[src/rtl/alu_mc_if.sv]
// Operand-issue / writeback bundle for the multi-cycle ALU.
// The issue side owns the master modport, and the ALU owns the slave modport.
interface alu_mc_if #(
    parameter int DATA_WIDTH = 16
);
    logic                  in_valid;
    logic                  in_ready;
    logic [DATA_WIDTH-1:0] A;
    logic [DATA_WIDTH-1:0] B;
    logic [3:0]            FuncCode;
    logic                  out_valid;
    logic                  out_ready;
    logic [DATA_WIDTH-1:0] C;
    logic                  OverflowFlag;
    logic                  ovf_sticky;
    logic                  ovf_clear;

    modport master (
        output in_valid, A, B, FuncCode, out_ready, ovf_clear,
        input  in_ready, out_valid, C, OverflowFlag, ovf_sticky
    );

    modport slave (
        input  in_valid, A, B, FuncCode, out_ready, ovf_clear,
        output in_ready, out_valid, C, OverflowFlag, ovf_sticky
    );
endinterface

[src/rtl/alu_mc.sv]
// Multi-cycle 16-function ALU with valid/ready handshakes on both sides.
// Shifts run one bit per cycle, and a sticky overflow flag collects overflow across results.
module alu_mc #(
    parameter int DATA_WIDTH = 16
) (
    input  logic      clk,
    input  logic      reset_n,
    alu_mc_if.slave   bus
);
    localparam int SHW = $clog2(DATA_WIDTH);
    localparam int MSB = DATA_WIDTH - 1;
    localparam logic [DATA_WIDTH-1:0] MIN_NEG = {1'b1, {MSB{1'b0}}};

    typedef enum logic [3:0] {
        F_ADD, F_SUB, F_TCP, F_ZERO, F_ID, F_NOT, F_AND, F_OR,
        F_NAND, F_NOR, F_XOR, F_XNOR, F_LLS, F_LRS, F_ALS, F_ARS
    } func_e;

    typedef enum logic [1:0] {S_IDLE, S_SHIFT, S_HOLD} state_e;

    state_e                state_q, state_nxt;
    func_e                 func_q;
    logic [DATA_WIDTH-1:0] res_q, res_nxt;
    logic                  ovf_q, ovf_nxt;
    logic [SHW-1:0]        cnt_q, cnt_nxt;
    logic                  sticky_q;

    func_e                 func_in;
    logic [SHW-1:0]        amt;
    logic                  accept;
    logic                  in_is_shift;
    logic [DATA_WIDTH-1:0] sum, diff, op_res, step_res;
    logic                  op_ovf, step_ovf;

    assign func_in     = func_e'(bus.FuncCode);
    assign amt         = bus.B[SHW-1:0];
    assign accept      = bus.in_valid && (state_q == S_IDLE);
    assign in_is_shift = (func_in == F_LLS) || (func_in == F_LRS) ||
                         (func_in == F_ALS) || (func_in == F_ARS);
    assign sum         = bus.A + bus.B;
    assign diff        = bus.A - bus.B;

    // Single-cycle result. A shift by zero returns A unchanged.
    // NOTE: every always_comb output gets a default first so no path can infer a latch.
    always_comb begin
        op_res = '0;
        op_ovf = 1'b0;
        unique case (func_in)
            F_ADD:  begin
                op_res = sum;
                op_ovf = (bus.A[MSB] == bus.B[MSB]) && (sum[MSB] != bus.A[MSB]);
            end
            F_SUB:  begin
                op_res = diff;
                op_ovf = (bus.A[MSB] != bus.B[MSB]) && (diff[MSB] != bus.A[MSB]);
            end
            F_TCP:  begin
                op_res = -bus.A;
                op_ovf = (bus.A == MIN_NEG);
            end
            F_ZERO: op_res = '0;
            F_NOT:  op_res = ~bus.A;
            F_AND:  op_res = bus.A & bus.B;
            F_OR:   op_res = bus.A | bus.B;
            F_NAND: op_res = ~(bus.A & bus.B);
            F_NOR:  op_res = ~(bus.A | bus.B);
            F_XOR:  op_res = bus.A ^ bus.B;
            F_XNOR: op_res = ~(bus.A ^ bus.B);
            default: op_res = bus.A;  // F_ID, or a shift by zero
        endcase
    end

    // One-position shift step. ALS flags overflow whenever the sign bit would change.
    always_comb begin
        step_res = res_q;
        step_ovf = 1'b0;
        case (func_q)
            F_LLS: step_res = {res_q[MSB-1:0], 1'b0};
            F_LRS: step_res = {1'b0, res_q[MSB:1]};
            F_ALS: begin
                step_res = {res_q[MSB-1:0], 1'b0};
                step_ovf = res_q[MSB] ^ res_q[MSB-1];
            end
            F_ARS: step_res = {res_q[MSB], res_q[MSB:1]};
            default: step_res = res_q;
        endcase
    end

    always_comb begin
        state_nxt = state_q;
        res_nxt   = res_q;
        ovf_nxt   = ovf_q;
        cnt_nxt   = cnt_q;
        case (state_q)
            S_IDLE: if (accept) begin
                if (in_is_shift && (amt != '0)) begin
                    res_nxt   = bus.A;
                    ovf_nxt   = 1'b0;
                    cnt_nxt   = amt;
                    state_nxt = S_SHIFT;
                end else begin
                    res_nxt   = op_res;
                    ovf_nxt   = op_ovf;
                    state_nxt = S_HOLD;
                end
            end
            S_SHIFT: begin
                res_nxt = step_res;
                ovf_nxt = ovf_q | step_ovf;
                cnt_nxt = cnt_q - SHW'(1);
                if (cnt_q == SHW'(1)) state_nxt = S_HOLD;
            end
            S_HOLD: if (bus.out_ready) state_nxt = S_IDLE;
            default: state_nxt = S_IDLE;
        endcase
    end

    // NOTE: sequential state uses non-blocking assignments so that every register samples pre-edge values.
    always_ff @(posedge clk or negedge reset_n) begin
        if (!reset_n) begin
            state_q  <= S_IDLE;
            func_q   <= F_ADD;
            res_q    <= '0;
            ovf_q    <= 1'b0;
            cnt_q    <= '0;
            sticky_q <= 1'b0;
        end else begin
            state_q <= state_nxt;
            res_q   <= res_nxt;
            ovf_q   <= ovf_nxt;
            cnt_q   <= cnt_nxt;
            if (accept) func_q <= func_in;
            // When the clear request and a new overflow arrive in the same cycle, the set takes priority.
            if ((state_q == S_HOLD) && bus.out_ready && ovf_q) sticky_q <= 1'b1;
            else if (bus.ovf_clear)                             sticky_q <= 1'b0;
        end
    end

    assign bus.in_ready     = (state_q == S_IDLE);
    assign bus.out_valid    = (state_q == S_HOLD);
    assign bus.C            = res_q;
    assign bus.OverflowFlag = ovf_q;
    assign bus.ovf_sticky   = sticky_q;
endmodule

[src/flat_wrapper.sv]
// flat-port wrapper written by rule: the top's interface ports become plain ports
module alu_mc_flat 
#(
    parameter int DATA_WIDTH = 16
)
  (clk, reset_n, bus_in_valid, bus_A, bus_B, bus_FuncCode, bus_out_ready, bus_ovf_clear, bus_in_ready, bus_out_valid, bus_C, bus_OverflowFlag, bus_ovf_sticky);
  alu_mc_if #(.DATA_WIDTH(DATA_WIDTH)) bus_i ();
  input  logic clk;
  input  logic reset_n;
  input wire logic [$bits(bus_i.in_valid)-1:0] bus_in_valid;
  input wire logic [$bits(bus_i.A)-1:0] bus_A;
  input wire logic [$bits(bus_i.B)-1:0] bus_B;
  input wire logic [$bits(bus_i.FuncCode)-1:0] bus_FuncCode;
  input wire logic [$bits(bus_i.out_ready)-1:0] bus_out_ready;
  input wire logic [$bits(bus_i.ovf_clear)-1:0] bus_ovf_clear;
  output wire logic [$bits(bus_i.in_ready)-1:0] bus_in_ready;
  output wire logic [$bits(bus_i.out_valid)-1:0] bus_out_valid;
  output wire logic [$bits(bus_i.C)-1:0] bus_C;
  output wire logic [$bits(bus_i.OverflowFlag)-1:0] bus_OverflowFlag;
  output wire logic [$bits(bus_i.ovf_sticky)-1:0] bus_ovf_sticky;
  assign bus_i.in_valid = bus_in_valid;
  assign bus_i.A = bus_A;
  assign bus_i.B = bus_B;
  assign bus_i.FuncCode = bus_FuncCode;
  assign bus_i.out_ready = bus_out_ready;
  assign bus_i.ovf_clear = bus_ovf_clear;
  assign bus_in_ready = bus_i.in_ready;
  assign bus_out_valid = bus_i.out_valid;
  assign bus_C = bus_i.C;
  assign bus_OverflowFlag = bus_i.OverflowFlag;
  assign bus_ovf_sticky = bus_i.ovf_sticky;
  alu_mc #(.DATA_WIDTH(DATA_WIDTH)) u_core (.clk(clk), .reset_n(reset_n), .bus(bus_i));
endmodule
[config.mk]
export PLATFORM = sky130hd
export DESIGN_NAME = alu_mc_flat
export DESIGN_NICKNAME = d
export VERILOG_FILES = /design/src/rtl/alu_mc_if.sv /design/src/rtl/alu_mc.sv /design/src/flat_wrapper.sv
export SDC_FILE = /design/constraint.sdc
export NUM_CORES = 1
export LEC_CHECK = 0
export ABC_AREA = 1
export CORE_MARGIN = 10
export CORE_UTILIZATION = 35
export CTS_CLUSTER_DIAMETER = 30
export DETAILED_ROUTE_END_ITERATION = 10
export MAX_ROUTING_LAYER = met4
export SYNTH_ARGS = -nofsm -noshare
export SYNTH_HDL_FRONTEND = slang
export SYNTH_SLANG_ARGS = --single-unit
[constraint.sdc]
create_clock -name clk -period 3.15 [get_ports clk]
set_input_delay 0.7875 -clock clk [delete_from_list [all_inputs] [get_ports clk]]
set_output_delay 0.7875 -clock clk [all_outputs]
set_load 0.1 [all_outputs]
## Yosys cells after proc, flatten, opt, wreduce, memory -nomap -nowiden

Cells that the tools add are included.

| storage, ports and cells | value |
|---|---|
| bits in registers | 28 |
| input port bits | 41 |
| word-level logic and storage cells | 93 |

| cells by class | value |
|---|---|
| $add $sub $neg | 4 |
| equality and inequality tests | 33 |
| multiplexer cells | 20 |
| bitwise gates (word level) | 9 |
| reductions and logical operators | 20 |

Operator list:

| cell | count |
|---|---|
| 16-bit case mux with 11 select lines | 1 |
| 16-bit NOT | 4 |
| 4-bit equality test, second input constant | 12 |
| 16-bit case mux with 3 select lines | 1 |
| 16-bit 2-to-1 mux | 2 |
| 16-bit case mux with 2 select lines | 1 |
| 16-bit adder | 1 |
| 16-bit AND | 1 |
| 16-bit equality test, second input constant | 1 |
| 16-bit negation | 1 |
| 16-bit bitwise OR | 1 |
| 16-bit subtractor | 1 |
| 16-bit XOR | 1 |
| 4-bit by 3-bit equality test with 1-bit output, second input constant | 3 |
| 3-bit AND reduction | 3 |
| 4-bit by 1-bit equality test with 1-bit output, second input constant | 2 |
| 4-bit by 2-bit equality test with 1-bit output, second input constant | 2 |
| 2-bit 2-to-1 mux | 4 |
| 4-bit 2-to-1 mux | 2 |
| 4-bit case mux with 2 select lines | 1 |
| 1-bit logical AND | 6 |
| 2-bit by 1-bit inequality test with 1-bit output, second input constant | 3 |
| 2-bit case mux with 3 select lines | 1 |
| 1-bit 2-to-1 mux | 5 |
| other kinds (20) | 26 |

## Logic depth before layout (Yosys ltp)

Gate-level depths: netlist of the first run.

| logic depth | value |
|---|---|
| word-level depth | 8 |
| depth in mapped cells | 15 |

## Least setup slack after synthesis of the first run

OpenSTA, ideal clock, no wires.

| timing path | value |
|---|---|
| path kind | register to register |
| from | register u_core.state_q[1] |
| to | register u_core.res_q[6] (netlist: u_core.bus.C[6]) |
| library setup time | 121 ps |
| data arrival time | 2740 ps |
| required time | 3029 ps |
| slack | 289 ps |
| cell stages (with the launch flop) | 10 |
| cell sequence | dfrtp_1 nor2_1 inv_1 nor2_1 inv_2 o21ai_2 buf_2 o21ai_0 a21oi_1 nor2_1 |

| between the ends | value |
|---|---|
| longest elaborated chain between the ends | 4 |

RTL lines:

| item | RTL line | text |
|---|---|---|
| start, declared | alu_mc.sv:21 | `state_e state_q, state_nxt;` |
| start signal, assigned | alu_mc.sv:128 | `state_q <= state_nxt;` |
| 2-bit zero test * | - |  |
| via bus_in_ready | flat_wrapper.sv:16 | `output wire logic [$bits(bus_i.in_ready)-1:0] bus_in_ready;` |
| 1-bit logical AND | alu_mc.sv:37 | `assign accept = bus.in_valid && (state_q == S_IDLE);` |
| 2-bit by 1-bit inequality test with 1-bit output (no line) | - |  |
| 3-bit AND reduction (no line) | - |  |
| end signal, assigned | alu_mc.sv:129 | `res_q <= res_nxt;` |
| end, declared | alu_mc.sv:23 | `logic [DATA_WIDTH-1:0] res_q, res_nxt;` |

The timed path passes the listed nets; every way through them passes the cells marked *.
A chain may end at the register's enable or synchronous reset.

## Worst setup path after layout of the first run

| timing path | value |
|---|---|
| from | input port bus_B[5] |
| to | register u_core.ovf_q (netlist: u_core.bus.OverflowFlag) |

| between the ends | value |
|---|---|
| longest elaborated chain between the ends | 7 |

RTL lines:

| item | RTL line | text |
|---|---|---|
| start, declared | flat_wrapper.sv:12 | `input wire logic [$bits(bus_i.B)-1:0] bus_B;` |
| 16-bit subtractor / 16-bit adder (equally long branches) | alu_mc.sv:41, alu_mc.sv:40 |  |
| 1-bit inequality test (on tied branches) | alu_mc.sv:55, alu_mc.sv:51 |  |
| 1-bit logical AND (on tied branches) | alu_mc.sv:55, alu_mc.sv:51 |  |
| 1-bit case mux with 3 select lines * | alu_mc.sv:48 | `unique case (func_in)` |
| 1-bit 2-to-1 mux * | alu_mc.sv:96 | `if (in_is_shift && (amt != '0)) begin` |
| 1-bit 2-to-1 mux * | alu_mc.sv:95 | `S_IDLE: if (accept) begin` |
| 1-bit case mux with 2 select lines * | alu_mc.sv:94 | `case (state_q)` |
| end signal, assigned | alu_mc.sv:130 | `ovf_q <= ovf_nxt;` |
| end, declared | alu_mc.sv:24 | `logic ovf_q, ovf_nxt;` |

Mark *: on every way between the ends. The rest lies on a longest branch, timed or not. The select of a mux whose other input is x is not followed.

==> out/qor.txt, run 1 <==
Worst R2R Path Depth -> 9
Largest cells by area after synthesis -> nand2_1, dfrtp_1, ha_1, nor2_1, inv_1
Hold EP -> u_core.func_q[2]
Area delta synth->final -> 26.1%
Register area share after synthesis -> 13.1%
Relative slew slack -> 65.1%
GRT Util Overall -> 20.7%
Synth top area share -> 18.1%
Unique masters post-synth -> 33
Clock transition at path regs -> 0.08 ns
Starting Density -> 35.4%
Register bit total from synthesis -> 28
PD cells -> 508 nW/um2
R2R Path Start -> u_core.state_q[1]
Worst slew pin tran -> 0.518 ns
DRT iter0 DRCs -> 802
Num rows -> 45
Synth Cell Area -> 5340 um2
Max Slew Vio Count -> 0
Ports -> 61
Design Area, Final -> 6730 um2
Die width -> 144 um
Setup TNS -> 0 ns
Core area -> 15,100 um2
GRT Residual Overflow -> 0
Worst reg2reg path endpoint -> u_core.bus.C[3]
Vias in the first global route -> 6,185
VDD IR max -> 0.443 mV
Largest net degree at the start of global routing -> 38
DP Area -> 6630 um2
Final period util -> 93.4%
DPL Wire Length -> 17.5 mm
Final min period -> 2.94 ns
Postcts setup bufs -> 0
Drt total wl -> 21.4 mm
Share of cells above drive strength 1 -> 11.2%
Initial antenna violation count -> 0
CTS H-tree lvls -> 1
Via count -> 6,746
Port bufs -> 60
Endpoints failing setup -> 0
DR WL/cell -> 16.6 um
YS warnings -> 0
Synthesized instance count -> 983
CTS buffer count -> 3
CP max FO -> 9
Worst hold path type -> register to register
Placed Cells -> 1,287
Crit. End Element -> register
Setup CP Type -> primary input to register
RSZ-0062 raised after global routing -> no
Top cell type by total area after synthesis -> nand2_1
CTS sink cnt -> 28
Final Net Count -> 1,202
# hold bufs at CTS -> 0
Post-CTS resize count -> 0
Longest Clk Path Bufs -> 2
Synthesized area per cell -> 5.43 um2
Die H -> 144 um
Fin cells -> 1,291
First-pass GRT wire length -> 33.2 mm
WHS Path Cells -> 2
Max_cap viols -> 0
First-pass DRT Iterations -> 5
CP Launch Type -> primary input
DIE AREA -> 20,600 um2
Antenna cells -> 0
Final hold violations -> 0
Clock skew -> 0.00846 ns
R2R setup slack -> 1.28 ns
Worst Hold Launch -> u_core.func_q[2]
Leakage -> 3.51 nW
Crit path required time -> 3.30 ns
FMAX -> 340 MHz
Root Buffer -> clkbuf_16
Fin util -> 44.6%
Status -> finished clean
Routability cong. -> 1.01
Hold Slack -> 0.505 ns
Syn nets -> 1,081
CTS tree -> built
Crit path DAT -> 3.09 ns
Clock latency at the later pin of the worst-skew pair -> 0.27 ns
DRC viols -> 0
Antenna-violating nets left -> 0
Vias/cell -> 5.23
[final cells by class]
class                   count  area, um2
multi-input cells         773       3920
well taps                 188        235
flip-flops and latches     28        701
clock inverters             1       30.0
inverters                 151        567
fillers                  1669       8360
repair buffers            147       1200
clock buffers               3       75.1
[synthesized netlist by cell type]
| library cell | count |
|---|---|
| clkinv_1 | 2 |
| nand3_1 | 79 |
| nor2_2 | 3 |
| nor3_2 | 1 |
| nand2_1 | 257 |
| a211oi_1 | 1 |
| xnor2_1 | 1 |
| clkbuf_1 | 6 |
| o21a_1 | 1 |
| buf_2 | 23 |
| and2_1 | 1 |
| nor4_1 | 2 |
| buf_4 | 2 |
| o21ai_2 | 2 |
| or2_2 | 2 |
| xor2_1 | 1 |
| a21oi_1 | 67 |
| o21ai_1 | 9 |
| dfrtp_1 | 28 |
| or2_0 | 2 |
| o21bai_1 | 4 |
| o22ai_1 | 21 |
| o21ai_0 | 75 |
| o211ai_1 | 5 |
| inv_2 | 4 |
| nand4_1 | 17 |
| ha_1 | 55 |
| fa_1 | 2 |
| nor3_1 | 12 |
| o31ai_1 | 2 |
| a31oi_1 | 2 |
| inv_1 | 145 |
| nor2_1 | 149 |
[worst max-delay path by stage]
stage                                 start                 endpoint  slack, ns  cells past startpoint
after detailed placement           bus_B[5]  u_core.bus.OverflowFlag      -0.02                     15
after global routing               bus_B[5]  u_core.bus.OverflowFlag       0.03                     15
after CTS                          bus_B[5]  u_core.bus.OverflowFlag       0.25                     15
final                              bus_B[5]  u_core.bus.OverflowFlag       0.21                     15
after floorplan           u_core.state_q[1]          u_core.bus.C[6]       0.29                      9
after global placement             bus_B[5]  u_core.bus.OverflowFlag      -0.02                     15
[state kept, by name, indices dropped and copies added (netlist names)]
| name | flops |
|---|---|
| u_core.state_q | 2 |
| u_core.bus.ovf_sticky | 1 |
| u_core.bus.OverflowFlag | 1 |
| u_core.bus.C | 16 |
| u_core.func_q | 4 |
| u_core.cnt_q | 4 |
[critical path: stages]
cell and delay (ns):
clkdlybuf4s50_1 0.51, inv_1 0.07, ha_1 0.40, nor2_1 0.19, inv_1 0.08, nor2_1 0.18, nand3_1 0.13, nand2_1 0.14
nand2_1 0.12, nand2_1 0.10, nand2_1 0.05, nand4_1 0.06, nand3_1 0.13, nand2_1 0.09, nand2_1 0.05
[kinds of logic (layout without fill, tap and decap cells)]
logic type | after synthesis | in the layout | synth area share, %
simple gates | 525 | 525 | 40.4
fa+ha+maj | 57 | 57 | 13.6
buf+inv | 182 | 302 | 13.5
compound gates | 189 | 189 | 19.0
xor+xnor | 2 | 2 | 0.328
flops | 28 | 28 | 13.1
[metal layers]
metal / track usage, % / vias to the layer above / share of wire, %
met3: 2.51 / 51 / 8.3
met2: 32.0 / 297 / 44
li1: - / 3402 / -
met1: 27.4 / 2996 / 44
met4: 6.82 / 0 / 3.7
met5: - / - / 0
[cells in the final DEF (no fill, tap or decap), types with 2 or more instances in the layout]
cell type / count
nand3_1: 79
clkbuf_16: 3
nand4_1: 17
buf_4: 107
a21oi_1: 67
nor2_2: 4
o31ai_1: 2
or2_2: 2
ha_1: 55
nand2_1: 257
o21ai_1: 9
o22ai_1: 21
or2_0: 2
o21ai_2: 2
clkinv_1: 2
nor3_1: 12
inv_2: 4
a31oi_1: 2
dfrtp_1: 28
clkdlybuf4s50_1: 40
o21bai_1: 4
nor4_1: 2
o211ai_1: 5
o21ai_0: 75
fa_1: 2
inv_1: 145
nor2_1: 148
[power breakdown]
part | switching, mW | internal (mW) | total [mW]
sequential | 0.162 | 0.523 | 0.686
combinational | 1.72 | 0.624 | 2.35
clock | 0.131 | 0.253 | 0.384
[per-stage QoR]
stage                     total power, mW  setup slack, ns
after global routing                 3.64           0.0313
after floorplan                      2.34            0.289
final                                3.42            0.209
after detailed placement             3.03          -0.0179
after CTS                            3.42            0.250
after global placement               3.03          -0.0205
Power figures use the tool's default switching activity.
==> inputs of run 2 (changes only) <==
--- a/config.mk
+++ b/config.mk
@@ -6,8 +6,10 @@
 export NUM_CORES = 1
 export LEC_CHECK = 0
 export ABC_AREA = 1
+export ABC_CLOCK_PERIOD_IN_PS = 2390
 export CORE_MARGIN = 10
 export CORE_UTILIZATION = 35
+export CTS_BUF_LIST = sky130_fd_sc_hd__clkbuf_2 sky130_fd_sc_hd__clkbuf_4 sky130_fd_sc_hd__clkbuf_8
 export CTS_CLUSTER_DIAMETER = 30
 export DETAILED_ROUTE_END_ITERATION = 10
 export MAX_ROUTING_LAYER = met4
==> constraint.sdc (replaced) <==
create_clock -name clk -period 2.39 [get_ports clk]
set_input_delay 0.5975 -clock clk [delete_from_list [all_inputs] [get_ports clk]]
set_output_delay 0.5975 -clock clk [all_outputs]
set_load 0.1 [all_outputs]
==> run 2 against run 1 <==
Net effect: critical path depth shrank 1; largest power group unchanged; design area increased by 21%; first-iteration DRC count down 15%; cell count is 8.8% higher; global-route usage rose by 1.2 points.
==> out/qor.txt, run 2 (synthesis gave the netlist of run 1 again) <==
First-pass GRT wire length -> 35.3 mm
Max Slew Vio Count -> 0
DIE AREA -> 20,600 um2
Final Net Count -> 1,316
Max stage delay cell, worst path -> clkdlybuf4s50_1
Final period util -> 96.9%
Max FFs per register -> 16
WP buf/inv -> 4
Area delta synth->final -> 53.2%
CP Launch Type -> primary input
Ordered list of cells on the worst path -> clkdlybuf4s50_1 > inv_1 > ha_4 > inv_1 > a21oi_2 > nand2_1 > a21oi_2 > buf_4 > nand2_2 > nand2_1 > nand3_1 > nand3_1 > nand2_1 > a21oi_2
Worst R2R Path Depth -> 6
FILL cells -> 1,546
Initial antenna violation count -> 0
CTS H-tree lvls -> 1
RSZ-0062 raised after global routing -> yes
Routability cong. -> 0.997
Max_cap viols -> 0
Die width -> 144 um
CTS buffer count -> 3
GRT Util Overall -> 21.9%
CTS sink cnt -> 28
FMAX -> 432 MHz
Port bufs -> 60
Final hold violations -> 0
CTS tree -> built
Fin cells -> 1,405
Root Buffer -> clkbuf_8
Most frequent cells in the layout -> nand2_1, buf_4, nor2_1
Via count -> 7,276
Largest net degree at the start of global routing -> 38
DRT iter0 DRCs -> 684
Hold Slack -> 0.497 ns
Pre-CTS WS -> -0.508 ns
Crit path required time -> 2.61 ns
Drt total wl -> 22.8 mm
Die H -> 144 um
GRT Residual Overflow -> 0
Placed Cells -> 1,389
Relative slew slack -> 66.3%
Design Area, Final -> 8180 um2
DR WL/cell -> 16.2 um
Worst slew pin tran -> 0.504 ns
DRC viols -> 0
Num rows -> 45
VDD IR max -> 0.532 mV
Status -> finished clean
Longest Clk Path Bufs -> 2
DP Area -> 7480 um2
Clock latency at the later pin of the worst-skew pair -> 0.28 ns
Cell family with most CP delay -> buffers and inverters
Clock transition at path regs -> 0.10 ns
PD cells -> 582 nW/um2
Antenna cells -> 0
Antenna-violating nets left -> 0
DPL Wire Length -> 18.1 mm
Crit path DAT -> 2.54 ns
CP max FO -> 5
Share of cells above drive strength 1 -> 29.3%
WHS Path Cells -> 2
Clock skew -> 0.00383 ns
Final setup margin -> 0.0736 ns
First-pass DRT Iterations -> 5
Setup CP Type -> primary input to register
Leakage -> 4.33 nW
Final min period -> 2.32 ns
Crit. End Element -> register
Vias/cell -> 5.18
Commonest non-fill, non-tap cell in the layout -> nand2_1
Worst path max stage delay -> 0.47 ns
Vias in the first global route -> 6,652
Core area -> 15,100 um2
Ports -> 61
Worst hold path type -> register to register
Starting Density -> 35.4%
Endpoints failing setup -> 0
Critical path depth -> 14
[run 2: tightest hold or removal path, cell delays in order, from the launching register on]
cell and delay [ns]:
dfrtp_1 0.36, nand2_1 0.05, o21ai_0 0.06
[run 2: path summary, 6_finish.rpt]
| check | to | start | slack, ns |
|---|---|---|---|
| worst max-delay path | u_core.bus.C[15] | bus_B[14] | 0.07 |
| worst min-delay path | u_core.func_q[2] | u_core.func_q[2] | 0.50 |
| worst max register to register | u_core.bus.C[15] | u_core.state_q[1] | 0.48 |
| worst min register to register | u_core.func_q[2] | u_core.func_q[2] | 0.50 |
| max in group asynchronous | u_core.func_q[2] | reset_n | 1.43 |
| min in group asynchronous | u_core.state_q[1] | reset_n | 0.68 |
[run 2: repair_timing]
item	CTS	global route
hold buffers	0	0
endpoints found under the setup margin	14	14
resized for setup	51	127
pin swaps	8	29
buffers inserted	2	9
gates cloned	0	1
[run 2: routing by layer]
| metal | global-route usage [%] | vias up | share of wire [%] |
|---|---|---|---|
| met2 | 34.2 | 271 | 45 |
| met4 | 8.28 | 0 | 4.3 |
| met3 | 1.95 | 57 | 6.1 |
| met1 | 28.9 | 3320 | 44 |
| li1 | - | 3628 | - |
| met5 | - | - | 0 |
[run 2: stage by stage]
| stage | util [%] | total power, mW | TNS, ns |
|---|---|---|---|
| after floorplan | - | 3.09 | 0 |
| after global placement | 49.6 | 4.16 | -6.23 |
| after detailed placement | 49.6 | 4.18 | -6.62 |
| after CTS | 51.6 | 4.64 | 0 |
| after global routing | 54.2 | 5.06 | -0.0948 |
| final | 54.2 | 4.76 | 0 |
[run 2: report_power, final]
part	internal, mW	total, mW	switching, mW
Sequential	0.689	0.900	0.211
Combinational	1.07	3.48	2.41
Clock	0.225	0.384	0.160
Total	1.98	4.76	2.78
[run 2: cell type report]
type / instances / area, um2 / share of cell area, %
Clock buffer: 3 / 41.3 / 0.505
Clock inverter: 1 / 30.0 / 0.367
Inverter: 151 / 572 / 6.99
Multi-Input combinational cell: 773 / 4390 / 53.7
Sequential cell: 28 / 701 / 8.57
Tap cell: 188 / 235 / 2.88
Timing Repair Buffer: 261 / 2210 / 27.0
